<file path="src/rtl/uart_pkg.sv">
// -----------------------------------------------------------------------------
// uart_pkg
// Shared definitions for the memory-mapped UART peripheral:
//   - receive state machine encoding
//   - default baud divisor and data width
//   - peripheral register map (base address and offsets)
//   - 3-input majority helper used by the mid-bit sampler
// -----------------------------------------------------------------------------
package uart_pkg;

    typedef enum logic [2:0] {
        RX_IDLE      = 3'd0,
        RX_START     = 3'd1,
        RX_DATA      = 3'd2,
        RX_STOP      = 3'd3,
        RX_WAIT_IDLE = 3'd4
    } uart_rx_state_e;

    localparam int UART_BAUD_DEFAULT = 208;
    localparam int UART_DATA_BITS    = 8;

    localparam logic [31:0] UART_BASE_ADDR = 32'hffff_0020;
    localparam logic [7:0]  UART_RXDT_OFS  = 8'h00;
    localparam logic [7:0]  UART_TXDT_OFS  = 8'h04;
    localparam logic [7:0]  UART_CTRL_OFS  = 8'h08;
    localparam logic [7:0]  UART_STAT_OFS  = 8'h0c;

    // Majority of three samples; a single corrupted sample cannot flip the bit.
    function automatic logic maj3(input logic a, input logic b, input logic c);
        return (a & b) | (a & c) | (b & c);
    endfunction

endpackage

</file>
<file path="src/rtl/uart_rx_deser_if.sv">
// -----------------------------------------------------------------------------
// uart_rx_deser_if
// Holding-register side of the UART receive front end.
//   rx_data      : received byte, LSB = first data bit
//   rx_valid     : holding register full (level)
//   rx_ack       : consumer has taken rx_data (single-cycle strobe)
//   err_clr      : clears the sticky error flags
//   rx_frame_err : sticky, stop bit sampled low
//   rx_overrun   : sticky, byte completed while holding register full
//   rx_busy      : receive state machine not idle
// master = the receiver, slave = the register block consuming the byte.
// -----------------------------------------------------------------------------
interface uart_rx_deser_if;
    import uart_pkg::*;

    logic [UART_DATA_BITS-1:0] rx_data;
    logic                      rx_valid;
    logic                      rx_ack;
    logic                      err_clr;
    logic                      rx_frame_err;
    logic                      rx_overrun;
    logic                      rx_busy;

    modport master (
        output rx_data, rx_valid, rx_frame_err, rx_overrun, rx_busy,
        input  rx_ack, err_clr
    );

    modport slave (
        input  rx_data, rx_valid, rx_frame_err, rx_overrun, rx_busy,
        output rx_ack, err_clr
    );

endinterface

</file>
<file path="src/rtl/uart_rx_sync.sv">
// -----------------------------------------------------------------------------
// uart_rx_sync
// Brings the asynchronous serial line into the clk domain and flags the
// falling edge that marks a potential start bit.
//   clk  : system clock
//   rst  : asynchronous, active-low reset
//   rx   : asynchronous serial line, idle high
//   sync : synchronised line level
//   fall : synchronised line went 1 -> 0 (one cycle wide)
// -----------------------------------------------------------------------------
module uart_rx_sync #(
    parameter int SYNC_STAGES = 2
) (
    input  logic clk,
    input  logic rst,
    input  logic rx,
    output logic sync,
    output logic fall
);

    logic [SYNC_STAGES-1:0] sync_q;
    logic                   sync_prev_q;

    // NOTE: every flop here resets to 1 (line idle) so leaving reset can never
    // look like a falling edge and fake a start bit.
    always_ff @(posedge clk or negedge rst) begin
        if (!rst) begin
            sync_q      <= '1;
            sync_prev_q <= 1'b1;
        end else begin
            // NOTE: non-blocking assignments make each stage take the previous
            // stage's old value, giving a true shift chain.
            sync_q      <= {sync_q[SYNC_STAGES-2:0], rx};
            sync_prev_q <= sync_q[SYNC_STAGES-1];
        end
    end

    assign sync = sync_q[SYNC_STAGES-1];
    assign fall = sync_prev_q & ~sync;

endmodule

</file>
<file path="src/rtl/uart_rx_deser.sv">
// -----------------------------------------------------------------------------
// uart_rx_deser
// Serial-to-parallel receive front end of the UART peripheral (8N1).
// Detects the start bit, samples every bit at mid-bit with a 3-tap majority
// vote and presents the byte in a holding register with valid/ack handshake
// and sticky frame-error / overrun flags.
//   clk : system clock
//   rst : asynchronous, active-low reset
//   en  : receiver enable; dropping it mid-frame abandons the frame
//   rx  : asynchronous serial line, idle high
//   bus : holding register, handshake and status (uart_rx_deser_if.master)
// -----------------------------------------------------------------------------
module uart_rx_deser
    import uart_pkg::*;
#(
    parameter int CLKS_PER_BIT = UART_BAUD_DEFAULT,
    parameter int SYNC_STAGES  = 2
) (
    input  logic            clk,
    input  logic            rst,
    input  logic            en,
    input  logic            rx,
    uart_rx_deser_if.master bus
);

    localparam int CNT_W = $clog2(CLKS_PER_BIT);
    localparam int MID   = CLKS_PER_BIT / 2;

    localparam logic [CNT_W-1:0] CYC_LAST = CNT_W'(CLKS_PER_BIT - 1);
    localparam logic [CNT_W-1:0] SMP_0    = CNT_W'(MID - 1);
    localparam logic [CNT_W-1:0] SMP_1    = CNT_W'(MID);
    localparam logic [CNT_W-1:0] SMP_DEC  = CNT_W'(MID + 1);

    localparam logic [2:0] IDLE      = RX_IDLE;
    localparam logic [2:0] START     = RX_START;
    localparam logic [2:0] DATA      = RX_DATA;
    localparam logic [2:0] STOP      = RX_STOP;
    localparam logic [2:0] WAIT_IDLE = RX_WAIT_IDLE;

    // ---------------------------------------------------------------- line sync
    logic sync;
    logic fall;

    uart_rx_sync #(
        .SYNC_STAGES (SYNC_STAGES)
    ) u_sync (
        .clk  (clk),
        .rst  (rst),
        .rx   (rx),
        .sync (sync),
        .fall (fall)
    );

    // ------------------------------------------------------------ frame state
    logic [2:0]                state_q, state_d;
    logic [CNT_W-1:0]          cyc_q,   cyc_d;
    logic [2:0]                bit_q,   bit_d;
    logic [UART_DATA_BITS-1:0] shift_q, shift_d;
    logic                      smp0_q,  smp0_d;
    logic                      smp1_q,  smp1_d;
    logic                      busy_q;

    logic maj;
    logic decide;
    logic bit_end;
    logic byte_done;
    logic frame_err_set;

    // The third tap is the live synchronised value, so the vote is complete
    // in the same cycle as the decision point.
    assign maj     = maj3(smp0_q, smp1_q, sync);
    assign decide  = (cyc_q == SMP_DEC);
    assign bit_end = (cyc_q == CYC_LAST);

    always_comb begin
        // NOTE: every signal gets a default before the case so no path leaves
        // it unassigned (which would infer a latch).
        state_d       = state_q;
        cyc_d         = cyc_q;
        bit_d         = bit_q;
        shift_d       = shift_q;
        smp0_d        = smp0_q;
        smp1_d        = smp1_q;
        byte_done     = 1'b0;
        frame_err_set = 1'b0;

        if (cyc_q == SMP_0) smp0_d = sync;
        if (cyc_q == SMP_1) smp1_d = sync;

        case (state_q)
            IDLE: begin
                if (en && fall) begin
                    state_d = START;
                    cyc_d   = '0;
                    bit_d   = '0;
                end
            end

            START: begin
                cyc_d = bit_end ? '0 : cyc_q + 1'b1;
                if (decide && maj) begin
                    // Line back high at mid start bit: noise, not a frame.
                    state_d = IDLE;
                    cyc_d   = '0;
                end else if (bit_end) begin
                    state_d = DATA;
                    bit_d   = '0;
                end
            end

            DATA: begin
                cyc_d = bit_end ? '0 : cyc_q + 1'b1;
                if (decide) shift_d = {maj, shift_q[UART_DATA_BITS-1:1]};
                if (bit_end) begin
                    if (bit_q == 3'd7) state_d = STOP;
                    else               bit_d   = bit_q + 1'b1;
                end
            end

            STOP: begin
                cyc_d = cyc_q + 1'b1;
                if (decide) begin
                    cyc_d = '0;
                    if (maj) begin
                        byte_done = 1'b1;
                        state_d   = IDLE;
                    end else begin
                        frame_err_set = 1'b1;
                        state_d       = WAIT_IDLE;
                    end
                end
            end

            WAIT_IDLE: begin
                // A held-low line (break) must end before a new start edge
                // can be believed.
                cyc_d = '0;
                if (sync) state_d = IDLE;
            end

            default: begin
                state_d = IDLE;
                cyc_d   = '0;
            end
        endcase

        // Disabling abandons the frame silently; the holding side is untouched.
        if (!en && (state_q != IDLE)) begin
            state_d       = IDLE;
            cyc_d         = '0;
            bit_d         = '0;
            byte_done     = 1'b0;
            frame_err_set = 1'b0;
        end
    end

    always_ff @(posedge clk or negedge rst) begin
        if (!rst) begin
            state_q <= IDLE;
            cyc_q   <= '0;
            bit_q   <= '0;
            shift_q <= '0;
            smp0_q  <= 1'b0;
            smp1_q  <= 1'b0;
            busy_q  <= 1'b0;
        end else begin
            state_q <= state_d;
            cyc_q   <= cyc_d;
            bit_q   <= bit_d;
            shift_q <= shift_d;
            smp0_q  <= smp0_d;
            smp1_q  <= smp1_d;
            busy_q  <= (state_d != IDLE);
        end
    end

    // -------------------------------------------------------- holding register
    logic [UART_DATA_BITS-1:0] data_q, data_d;
    logic                      valid_q, valid_d;
    logic                      ferr_q, ferr_d;
    logic                      ovr_q, ovr_d;

    always_comb begin
        data_d  = data_q;
        valid_d = valid_q;
        ferr_d  = ferr_q;
        ovr_d   = ovr_q;

        if (bus.err_clr) begin
            ferr_d = 1'b0;
            ovr_d  = 1'b0;
        end

        if (byte_done) begin
            // An ack in the completion cycle frees the register just in time.
            if (!valid_q || bus.rx_ack) begin
                data_d  = shift_q;
                valid_d = 1'b1;
            end else begin
                ovr_d = 1'b1;
            end
        end else if (bus.rx_ack) begin
            valid_d = 1'b0;
        end

        // Set events are applied last so they win over err_clr.
        if (frame_err_set) ferr_d = 1'b1;
    end

    always_ff @(posedge clk or negedge rst) begin
        if (!rst) begin
            data_q  <= '0;
            valid_q <= 1'b0;
            ferr_q  <= 1'b0;
            ovr_q   <= 1'b0;
        end else begin
            data_q  <= data_d;
            valid_q <= valid_d;
            ferr_q  <= ferr_d;
            ovr_q   <= ovr_d;
        end
    end

    assign bus.rx_data      = data_q;
    assign bus.rx_valid     = valid_q;
    assign bus.rx_frame_err = ferr_q;
    assign bus.rx_overrun   = ovr_q;
    assign bus.rx_busy      = busy_q;

endmodule
</file>
<file path="src/flat_wrapper.sv">
// flat-port wrapper written by rule: the top's interface ports become plain ports
module uart_rx_deser_flat import uart_pkg::*;
#(
    parameter int CLKS_PER_BIT = UART_BAUD_DEFAULT,
    parameter int SYNC_STAGES  = 2
)
  (clk, rst, en, rx, bus_rx_data, bus_rx_valid, bus_rx_frame_err, bus_rx_overrun, bus_rx_busy, bus_rx_ack, bus_err_clr);
  uart_rx_deser_if bus_i ();
  input  logic clk;
  input  logic rst;
  input  logic en;
  input  logic rx;
  output wire logic [$bits(bus_i.rx_data)-1:0] bus_rx_data;
  output wire logic [$bits(bus_i.rx_valid)-1:0] bus_rx_valid;
  output wire logic [$bits(bus_i.rx_frame_err)-1:0] bus_rx_frame_err;
  output wire logic [$bits(bus_i.rx_overrun)-1:0] bus_rx_overrun;
  output wire logic [$bits(bus_i.rx_busy)-1:0] bus_rx_busy;
  input wire logic [$bits(bus_i.rx_ack)-1:0] bus_rx_ack;
  input wire logic [$bits(bus_i.err_clr)-1:0] bus_err_clr;
  assign bus_rx_data = bus_i.rx_data;
  assign bus_rx_valid = bus_i.rx_valid;
  assign bus_rx_frame_err = bus_i.rx_frame_err;
  assign bus_rx_overrun = bus_i.rx_overrun;
  assign bus_rx_busy = bus_i.rx_busy;
  assign bus_i.rx_ack = bus_rx_ack;
  assign bus_i.err_clr = bus_err_clr;
  uart_rx_deser #(.CLKS_PER_BIT(CLKS_PER_BIT), .SYNC_STAGES(SYNC_STAGES)) u_core (.clk(clk), .rst(rst), .en(en), .rx(rx), .bus(bus_i));
endmodule
</file>
<file path="config.mk">
export PLATFORM = sky130hd
export DESIGN_NAME = uart_rx_deser_flat
export DESIGN_NICKNAME = d
export VERILOG_FILES = /design/src/rtl/uart_pkg.sv /design/src/rtl/uart_rx_deser_if.sv /design/src/rtl/uart_rx_sync.sv /design/src/rtl/uart_rx_deser.sv /design/src/flat_wrapper.sv
export SDC_FILE = /design/constraint.sdc
export NUM_CORES = 1
export LEC_CHECK = 0
export CORE_AREA = 5 5 86 88
export CTS_CLUSTER_SIZE = 12
export DETAILED_ROUTE_END_ITERATION = 12
export DIE_AREA = 0 0 91 93
export PLACE_DENSITY = 0.5
export SYNTH_ARGS = -nofsm -noshare
export SYNTH_HDL_FRONTEND = slang
export SYNTH_SLANG_ARGS = --single-unit
</file>
<file path="constraint.sdc">
create_clock -name clk -period 5.7 [get_ports clk]
set_input_delay 1.71 -clock clk [delete_from_list [all_inputs] [get_ports clk]]
set_output_delay 1.71 -clock clk [all_outputs]
set_load 0.01 [all_outputs]
</file>
==> flow_summary_export.csv, run 1 <==
group,metric,value,unit
run_status,status,"finished, final reports clean",
finish,nets,193,
power_and_ir_drop,pwr-share-clk,35.2,%
synth,synth-edff-count,0,
setup_path,path_class,"input port to register",
power_and_ir_drop,internal_power,472,uW
power_and_ir_drop,power.density,290,mW/mm^2
cts,ctsResizeCount,0,
synth,synthCells,162,
sta,hold_viol_final,0,
synth,synth_area_per_cell,11.8,sq um
floorplan,die_w,91,um
setup_path,crit_family,"simple AND/OR/NAND/NOR gates",
floorplan,start_util,29.1,%
grt,gr-usage-all-layers,9.34,%
cts,cts_buffer_depth,2,
grt,grt_pass1_wl,6350,um
grt,grt_max_degree,40,
floorplan,rows,30,
synth,yosysSeqAreaShare,51.3,%
synth,yosys_register_bits,39,
setup_path,worstPathMaxFanout,8,
power_and_ir_drop,total_leakage_power,0.00101,uW
cts,htree_levels,2,
floorplan,die_height,93,um
flow_run,cap_violations,0,
sta,worstMarginPinSlew,860,ps
cts,tritoncts,"done",
grt,grt_pass1_vias,1249,
sta,fmax,0.298,GHz
finish,multi_input_area,882,sq um
placed_design,globalplace.congestion,0.786,
setup_path,cp_cell_sequence,"clkdlybuf4s50_1 -> and3b_1 -> or4_1 -> nand3_2 -> mux2_2",
finish,final_area,0.00226,sq mm
floorplan,dieArea,0.00846,sq mm
floorplan,pin_count,18,
floorplan,coreArea,0.00657,sq mm
routing,vias,1280,
placed_design,io_buffers,17,
power_and_ir_drop,design_power_total,655,uW
sta,fin_crit,3360,ps
setup_path,required,5880,ps
power_and_ir_drop,p_switching,183,uW
finish,final_util,34.4,%
synth,yosysUniqueCellTypes,46,
setup_path,cpPeakStageDelay,540,ps
routing,drt-total-wl,3620,um
routing,via_per_inst,4.87,
synth,synth-async-reset-ratio,100,%
cts,cts_sinks,39,
routing,drc_errors,0,
routing,drt-pass1-iter-count,4,
synth,syn_nets,173,
cts,cts_root_buffer,"clkbuf_8",
cts,cts_buffers,5,
cts,post-cts-setup-buffers,0,
setup_path,cp_slowest_cell,"clkdlybuf4s50_1",
routing,wire_per_inst,13.8,um
sta,rsz0062_at_grt,"false",
setup_path,arrival,3540,ps
sta,skew,12.4,ps
routing,ant_nets,0,
cts,clk-insertion-delay-late,290,ps
placed_design,dpl_cell_area,0.00215,sq mm
finish,final_layout_size_suffix_gt1_share,23.5,%
setup_path,path_buf_inv,1,
synth,netlist_area,0.00191,sq mm
power_and_ir_drop,swShare,28.0,%
synth,ys.flop_type,"dfrtp_1",
sta,tns,0,ps
power_and_ir_drop,comb_power_share,17.2,%
grt,antenna_found_initial,0,
sta,max-slew-margin-rel,42.7,%
cts,clk_pin_slew_worst_paths,80,ps
finish,num_antenna_cells,0,
power_and_ir_drop,peakVddDrop,0.0916,mV
finish,area_delta_synth_final,18.5,%
cts,cts_hold_buffers,0,
sta,finalSetupViolations,0,
synth,yosysWarnings,0,
sta,finalCritPeriodShare,58.9,%
grt,grt.overflow.total,0,
hold_path,hold_class,"register to register",
placed_design,dp_hpwl,2520,um
setup_path,endpoint_kind,"register",
finish,regArea,980,sq um
setup_path,start_kind,"input port",
finish,fill_cells,637,
power_and_ir_drop,power_frac_seq,47.6,%
sta,slew_violations,0,
routing,drt_iter0_markers,174,
==> logic make-up (layout without fill, tap and decap cells) <==
family | Yosys count | after routing | synth area share (%)
AND/OR/NAND/NOR | 59 | 59 | 20.3
flip-flops | 39 | 39 | 51.3
AO/OA/AOI/OAI | 24 | 24 | 8.32
multiplexers | 21 | 21 | 12.4
buffers and inverters | 10 | 31 | 2.49
adder cells (fa/ha/maj) | 6 | 6 | 3.80
XOR/XNOR | 3 | 3 | 1.38
==> placed cells by master (no fill, tap or decap), drive strengths merged, types with 5 or more instances in the layout <==
master,instances
nor2,5
ha,5
dfrtp,36
nand3,10
nand2,13
inv,6
o21ai,9
clkdlybuf4s50,16
mux2,21
clkbuf,5
==> cell type report <==
type,instances,area share (%)
flip-flops and latches,39,43.3
multi-input cells,113,39.0
repair buffers,17,7.30
well taps,80,4.42
clock buffers,5,3.04
clock inverters,3,1.94
inverters,6,0.996
==> worst paths after layout <==
kind	from	depth (start not counted)	to	slack (ps)
min in group asynchronous	rst	1	u_core.cyc_q[0]$_DFFE_PN0N_	1530
min reg2reg	u_core.u_sync.sync_q[0]$_DFF_PN1_	0	u_core.u_sync.sync_q[1]$_DFF_PN1_	360
max reg2reg	u_core.cyc_q[4]$_DFFE_PN0N_	5	u_core.bus.rx_data[0]$_DFFE_PN0P_	3610
min	u_core.u_sync.sync_q[0]$_DFF_PN1_	0	u_core.u_sync.sync_q[1]$_DFF_PN1_	360
max in group asynchronous	rst	1	u_core.state_q[2]$_DFF_PN0_	3630
max	en	5	u_core.bit_q[1]$_DFFE_PN0P_	2340
==> cells in the mapped netlist (2+ instances only) <==
cell type	instances	area, sq um
and2_1	2	12.5
xnor2_1	3	26.3
a31oi_1	2	12.5
a211o_1	3	26.3
mux2_2	21	236
inv_1	6	22.5
nand2b_1	4	25.0
buf_2	2	10.0
nand2_1	13	48.8
nor2_1	5	18.8
nor2b_1	3	18.8
and3b_1	2	17.5
dfrtp_1	36	901
nor3_1	2	10.0
and3_1	3	18.8
o21a_1	2	15.0
a21oi_1	2	10.0
nand3_1	9	45.0
ha_1	5	62.6
dfstp_2	3	78.8
o21ai_0	7	35.0
nor4_1	2	12.5
nand4_1	2	12.5
==> sequential cells by signal, indices dropped and copies added, names as in the netlist, 2 cells and up <==
register              flops
u_core.bit_q              3
u_core.bus.rx_data        8
u_core.cyc_q              8
u_core.shift_q            8
u_core.state_q            3
u_core.u_sync.sync_q      2
==> through the flow <==
step           cells  hold WS, ps  setup WS [ps]
4_1_cts          263          357           2340
6_report         263          357           2340
3_3_place_gp     255          346           2070
3_5_place_dp     255          347           2030
5_1_grt          263          371           2230
2_1_floorplan    162          345           2740
==> power groups by stage <==
stage                     logic, uW  clock network (uW)  registers (uW)
after floorplan                84.7                   0             306
after global placement          115                   0             316
after detailed placement        110                   0             315
after CTS                       113                 237             311
after global routing            126                 249             314
final                           113                 230             312
==> metal layers <==
| layer | part of all wire [%] | track usage [%] |
|---|---|---|
| met5 | 0 | 0 |
| met3 | 3.0 | 1.37 |
| met2 | 47 | 14.2 |
| met1 | 47 | 12.4 |
| met4 | 2.3 | 5.87 |
(Power assumes the default switching activity.)
==> run 2, diff against run 1 <==
--- a/config.mk
+++ b/config.mk
@@ -9,7 +9,7 @@
 export CTS_CLUSTER_SIZE = 12
 export DETAILED_ROUTE_END_ITERATION = 12
 export DIE_AREA = 0 0 91 93
-export PLACE_DENSITY = 0.5
+export PLACE_DENSITY = 0.51
 export SYNTH_ARGS = -nofsm -noshare
 export SYNTH_HDL_FRONTEND = slang
 export SYNTH_SLANG_ARGS = --single-unit
==> constraint.sdc (replaced) <==
create_clock -name clk -period 3 [get_ports clk]
set_input_delay 0.9 -clock clk [delete_from_list [all_inputs] [get_ports clk]]
set_output_delay 0.9 -clock clk [all_outputs]
set_load 0.01 [all_outputs]
==> flow_summary_export.csv, run 2 (synthesis results as in run 1) <==
group,metric,value,unit
run_status,status,"finished, final reports clean",
sta,fin_crit,2360,ps
routing,via_per_inst,4.91,
power_and_ir_drop,internal_power,828,uW
power_and_ir_drop,power_frac_seq,50.4,%
cts,clk-insertion-delay-late,290,ps
cts,cts_sinks,39,
setup_path,rr_worst_depth,5,
sta,hold_viol_final,0,
sta,slew_violations,0,
routing,drc_errors,0,
sta,finalCritPeriodShare,78.7,%
grt,gr-usage-all-layers,9.50,%
placed_design,globalplace.congestion,0.702,
sta,worstMarginPinSlew,875,ps
placed_design,dp_hpwl,2650,um
setup_path,worstPathMaxFanout,8,
setup_path,r2r_slack,920,ps
cts,cts_root_buffer,"clkbuf_8",
floorplan,die_w,91,um
floorplan,die_height,93,um
cts,cts_buffers,5,
floorplan,pin_count,18,
grt,grt_max_degree,40,
placed_design,place_ws,295,ps
power_and_ir_drop,comb_power_share,20.0,%
sta,setup_ws,639,ps
power_and_ir_drop,total_leakage_power,0.00100,uW
power_and_ir_drop,peakVddDrop,0.239,mV
finish,fill_cells,651,
power_and_ir_drop,pwr-share-clk,29.6,%
setup_path,cp_cell_sequence,"clkdlybuf4s50_1 -> nor2b_1 -> nand4_4 -> nor2b_2 -> mux2_2",
grt,grt_pass1_wl,6510,um
sta,skew,9.28,ps
floorplan,dieArea,0.00846,sq mm
setup_path,rr_startpoint,"u_core.cyc_q[4]$_DFFE_PN0N_",
hold_path,hold_end,"u_core.u_sync.sync_q[1]$_DFF_PN1_",
sta,max-slew-margin-rel,41.7,%
sta,rsz0062_at_grt,"false",
floorplan,rows,30,
sta,tns,0,ps
grt,antenna_found_initial,0,
setup_path,required,3170,ps
finish,final_layout_size_suffix_gt1_share,24.2,%
setup_path,start_kind,"input port",
power_and_ir_drop,design_power_total,1170,uW
cts,ctsResizeCount,0,
cts,post-cts-setup-buffers,0,
finish,layout_common_cells,"dfrtp_1, mux2_2, clkdlybuf4s50_1, nand2_1, nand3_1",
placed_design,io_buffers,17,
grt,grt_pass1_vias,1292,
floorplan,start_util,29.1,%
cts,tritoncts,"done",
finish,final_util,34.4,%
hold_path,hold_class,"register to register",
sta,finalSetupViolations,0,
power_and_ir_drop,p_switching,344,uW
setup_path,path_class,"input port to register",
routing,ant_nets,0,
setup_path,rr_endpoint,"u_core.bus.rx_data[4]$_DFFE_PN0P_",
setup_path,arrival,2540,ps
power_and_ir_drop,swShare,29.4,%
finish,num_antenna_cells,0,
routing,drt-pass1-iter-count,4,
routing,vias,1307,
grt,grt.overflow.total,0,
finish,final_common_cell,"dfrtp_1",
cts,htree_levels,2,
setup_path,cp_slowest_cell,"clkdlybuf4s50_1",
routing,wire_per_inst,14.1,um
sta,fmax,0.424,GHz
finish,nets,196,
setup_path,cpPeakStageDelay,510,ps
routing,drt-total-wl,3740,um
hold_path,worstHoldStart,"u_core.u_sync.sync_q[0]$_DFF_PN1_",
power_and_ir_drop,power.density,519,mW/mm^2
setup_path,endpoint_kind,"register",
routing,drt_iter0_markers,86,
cts,cts_buffer_depth,2,
floorplan,coreArea,0.00657,sq mm
cts,clk_pin_slew_worst_paths,70,ps
sta,hold-worst-slack,359,ps
finish,area_delta_synth_final,18.2,%
hold_path,min_path_cells,0,
flow_run,cap_violations,0,
cts,cts_hold_buffers,0,
run 2: changes by cell type in the layout (fill, tap and decap cells not counted):
cell | before | now
buf_4 | 0 | 3
bufinv_16 | 1 | 0
clkbuf_1 | 0 | 1
clkinv_4 | 1 | 0
clkinvlp_4 | 0 | 1
run 2: worst max-delay path: cells and delay by family:
family	cells	cell delay, ps
AND/OR/NAND/NOR	3	750
multiplexers	1	380
buffers and inverters	1	510
run 2: how the worst max path moves through the flow:
| stage | startpoint | end | slack (ps) | depth (start not counted) |
|---|---|---|---|---|
| after floorplan | en | u_core.bit_q[0]$_DFFE_PN0P_ | 850 | 4 |
| after global placement | en | u_core.bus.rx_data[5]$_DFFE_PN0P_ | 310 | 5 |
| after detailed placement | en | u_core.bus.rx_data[6]$_DFFE_PN0P_ | 290 | 5 |
| after CTS | en | u_core.bus.rx_data[4]$_DFFE_PN0P_ | 610 | 5 |
| after global routing | en | u_core.bus.rx_data[3]$_DFFE_PN0P_ | 480 | 5 |
| final | en | u_core.bus.rx_data[4]$_DFFE_PN0P_ | 640 | 5 |
run 2: power groups by stage:
stage | clock network, uW | registers [uW] | logic, uW
4_1_cts | 368 | 591 | 236
2_1_floorplan | 0 | 582 | 161
3_5_place_dp | 0 | 599 | 233
3_3_place_gp | 0 | 601 | 235
5_1_grt | 387 | 597 | 264
6_report | 347 | 591 | 234
run 2: per-stage QoR:
stage,cell area (sq um),cells
floorplan,1910,162
global placement,2170,258
detailed placement,2170,258
CTS,2260,266
global route,2260,266
finish,2260,266
run 2: area by class of cell:
type | instances | area (sq um) | area share, %
flip-flops and latches | 39 | 980 | 43.4
well taps | 80 | 100 | 4.43
repair buffers | 20 | 188 | 8.31
clock buffers | 6 | 72.6 | 3.22
clock inverters | 2 | 12.5 | 0.554
multi-input cells | 113 | 882 | 39.1
inverters | 6 | 22.5 | 0.998
run 2: routing by layer:
metal	part of all wire, %	wire, um	GRT usage, %
met1	48	1810	12.6
met2	48	1810	14.7
met3	2.4	91	2.09
met4	0.83	31	4.40
met5	0	0	0
==> run 3, diff against run 2 <==
--- a/config.mk
+++ b/config.mk
@@ -9,7 +9,7 @@
 export CTS_CLUSTER_SIZE = 12
 export DETAILED_ROUTE_END_ITERATION = 12
 export DIE_AREA = 0 0 91 93
-export PLACE_DENSITY = 0.51
+export PLACE_DENSITY = 0.5
 export SYNTH_ARGS = -nofsm -noshare
 export SYNTH_HDL_FRONTEND = slang
 export SYNTH_SLANG_ARGS = --single-unit
==> constraint.sdc (replaced) <==
create_clock -name clk -period 2.2 [get_ports clk]
set_input_delay 0.66 -clock clk [delete_from_list [all_inputs] [get_ports clk]]
set_output_delay 0.66 -clock clk [all_outputs]
set_load 0.01 [all_outputs]
==> flow_summary_export.csv, run 3 (synthesis results as in run 1) <==
group,metric,value,unit
grt,grt_pass1_wl,6670,um
sta,fin_crit,2060,ps
floorplan,dieArea,0.00846,sq mm
setup_path,cp_cell_sequence,"clkdlybuf4s50_1 -> and3b_1 -> or4_1 -> nand3_2 -> mux2_2",
finish,final_layout_size_suffix_gt1_share,27.8,%
setup_path,endpoint_kind,"register",
setup_path,arrival,2250,ps
routing,drt-total-wl,3830,um
routing,vias,1319,
cts,cts_buffer_depth,2,
finish,layout_common_cells,"dfrtp_1, mux2_2, clkdlybuf4s50_1, nand2_1, buf_4",
finish,area_delta_synth_final,22.8,%
setup_path,required,2390,ps
floorplan,die_w,91,um
sta,worstMarginPinSlew,508,ps
floorplan,rows,30,
setup_path,path_class,"input port to register",
routing,via_per_inst,4.81,
grt,grt_pass1_vias,1351,
grt,grt_max_degree,40,
cts,cts_hold_buffers,0,
grt,grt.overflow.total,0,
finish,final_util,35.7,%
floorplan,coreArea,0.00657,sq mm
sta,fmax,0.484,GHz
cts,htree_levels,2,
placed_design,globalplace.congestion,0.736,
placed_design,io_buffers,17,
power_and_ir_drop,peakVddDrop,0.293,mV
sta,rsz0062_at_grt,"false",
cts,cts_buffers,5,
power_and_ir_drop,design_power_total,1750,uW
floorplan,die_height,93,um
sta,hold_viol_final,0,
hold_path,hold_class,"register to register",
setup_path,cpPeakStageDelay,460,ps
cts,clk_pin_slew_worst_paths,80,ps
finish,final_common_cell,"dfrtp_1",
sta,max-slew-margin-rel,66.1,%
finish,nets,204,
power_and_ir_drop,pwr-share-clk,34.5,%
routing,wire_per_inst,14.0,um
power_and_ir_drop,p_switching,486,uW
flow_run,cap_violations,0,
sta,hold-worst-slack,357,ps
grt,antenna_found_initial,0,
power_and_ir_drop,internal_power,1260,uW
sta,skew,7.29,ps
floorplan,start_util,29.1,%
cts,post-cts-setup-buffers,0,
cts,ctsResizeCount,0,
power_and_ir_drop,total_leakage_power,0.00106,uW
cts,clk-insertion-delay-late,300,ps
finish,num_antenna_cells,0,
routing,drt_iter0_markers,79,
run_status,status,"finished, final reports clean",
power_and_ir_drop,power_frac_seq,45.6,%
sta,finalCritPeriodShare,93.8,%
sta,slew_violations,0,
routing,drt-pass1-iter-count,4,
sta,finalSetupViolations,0,
placed_design,dpl_cell_area,0.00223,sq mm
setup_path,start_kind,"input port",
sta,tns,0,ps
routing,drc_errors,0,
placed_design,dp_hpwl,2710,um
grt,gr-usage-all-layers,9.88,%
setup_path,worstPathMaxFanout,4,
power_and_ir_drop,comb_power_share,20.0,%
power_and_ir_drop,power.density,745,mW/mm^2
power_and_ir_drop,swShare,27.8,%
finish,final_area,0.00234,sq mm
routing,ant_nets,0,
cts,cts_root_buffer,"clkbuf_8",
cts,tritoncts,"done",
cts,cts_sinks,39,
setup_path,cp_slowest_cell,"clkdlybuf4s50_1",
floorplan,pin_count,18,
-- run 3: final timing paths --
| kind | start | end | slack [ps] | cells past startpoint |
|---|---|---|---|---|
| max in group asynchronous | rst | u_core.u_sync.sync_q[0]$_DFF_PN1_ | 1420 | 2 |
| min reg2reg | u_core.u_sync.sync_q[0]$_DFF_PN1_ | u_core.u_sync.sync_q[1]$_DFF_PN1_ | 360 | 0 |
| min in group asynchronous | rst | u_core.cyc_q[0]$_DFFE_PN0N_ | 400 | 2 |
| min | u_core.u_sync.sync_q[0]$_DFF_PN1_ | u_core.u_sync.sync_q[1]$_DFF_PN1_ | 360 | 0 |
| max | en | u_core.bit_q[1]$_DFFE_PN0P_ | 140 | 5 |
| max reg2reg | u_core.cyc_q[1]$_DFFE_PN0N_ | u_core.bus.rx_busy$_DFF_PN0_ | 260 | 6 |
-- run 3: worst max-delay path: cells and delay by family --
family        cells  cell delay [ps]
buf+inv           1              460
mux               1              340
simple gates      3              780
-- run 3: per-layer routing --
layer	part of all wire [%]	GRT usage (%)	wire length, um
met3	2.9	1.93	110
met2	46	14.5	1770
met1	49	13.5	1860
met4	2.1	5.50	82
met5	0	0	0
-- run 3: power groups by stage --
stage	clock network [uW]	registers (uW)	logic, uW
after floorplan	0	794	220
after global placement	0	813	351
after detailed placement	0	810	349
after CTS	626	796	353
after global routing	664	802	390
final	603	796	349
-- run 3: area by class of cell --
class / instances / area [sq um]
Sequential cell: 39 / 980
Fill cell: 637 / 4220
Clock inverter: 3 / 43.8
Clock buffer: 5 / 68.8
Multi-Input combinational cell: 113 / 882
Tap cell: 80 / 100
Timing Repair Buffer: 28 / 248
Inverter: 6 / 22.5
-- run 3: stage by stage --
stage / instances / setup WS [ps]
2_1_floorplan: 162 / 293
3_3_place_gp: 266 / -175
3_5_place_dp: 266 / -179
4_1_cts: 274 / 138
5_1_grt: 274 / 62.4
6_report: 274 / 136
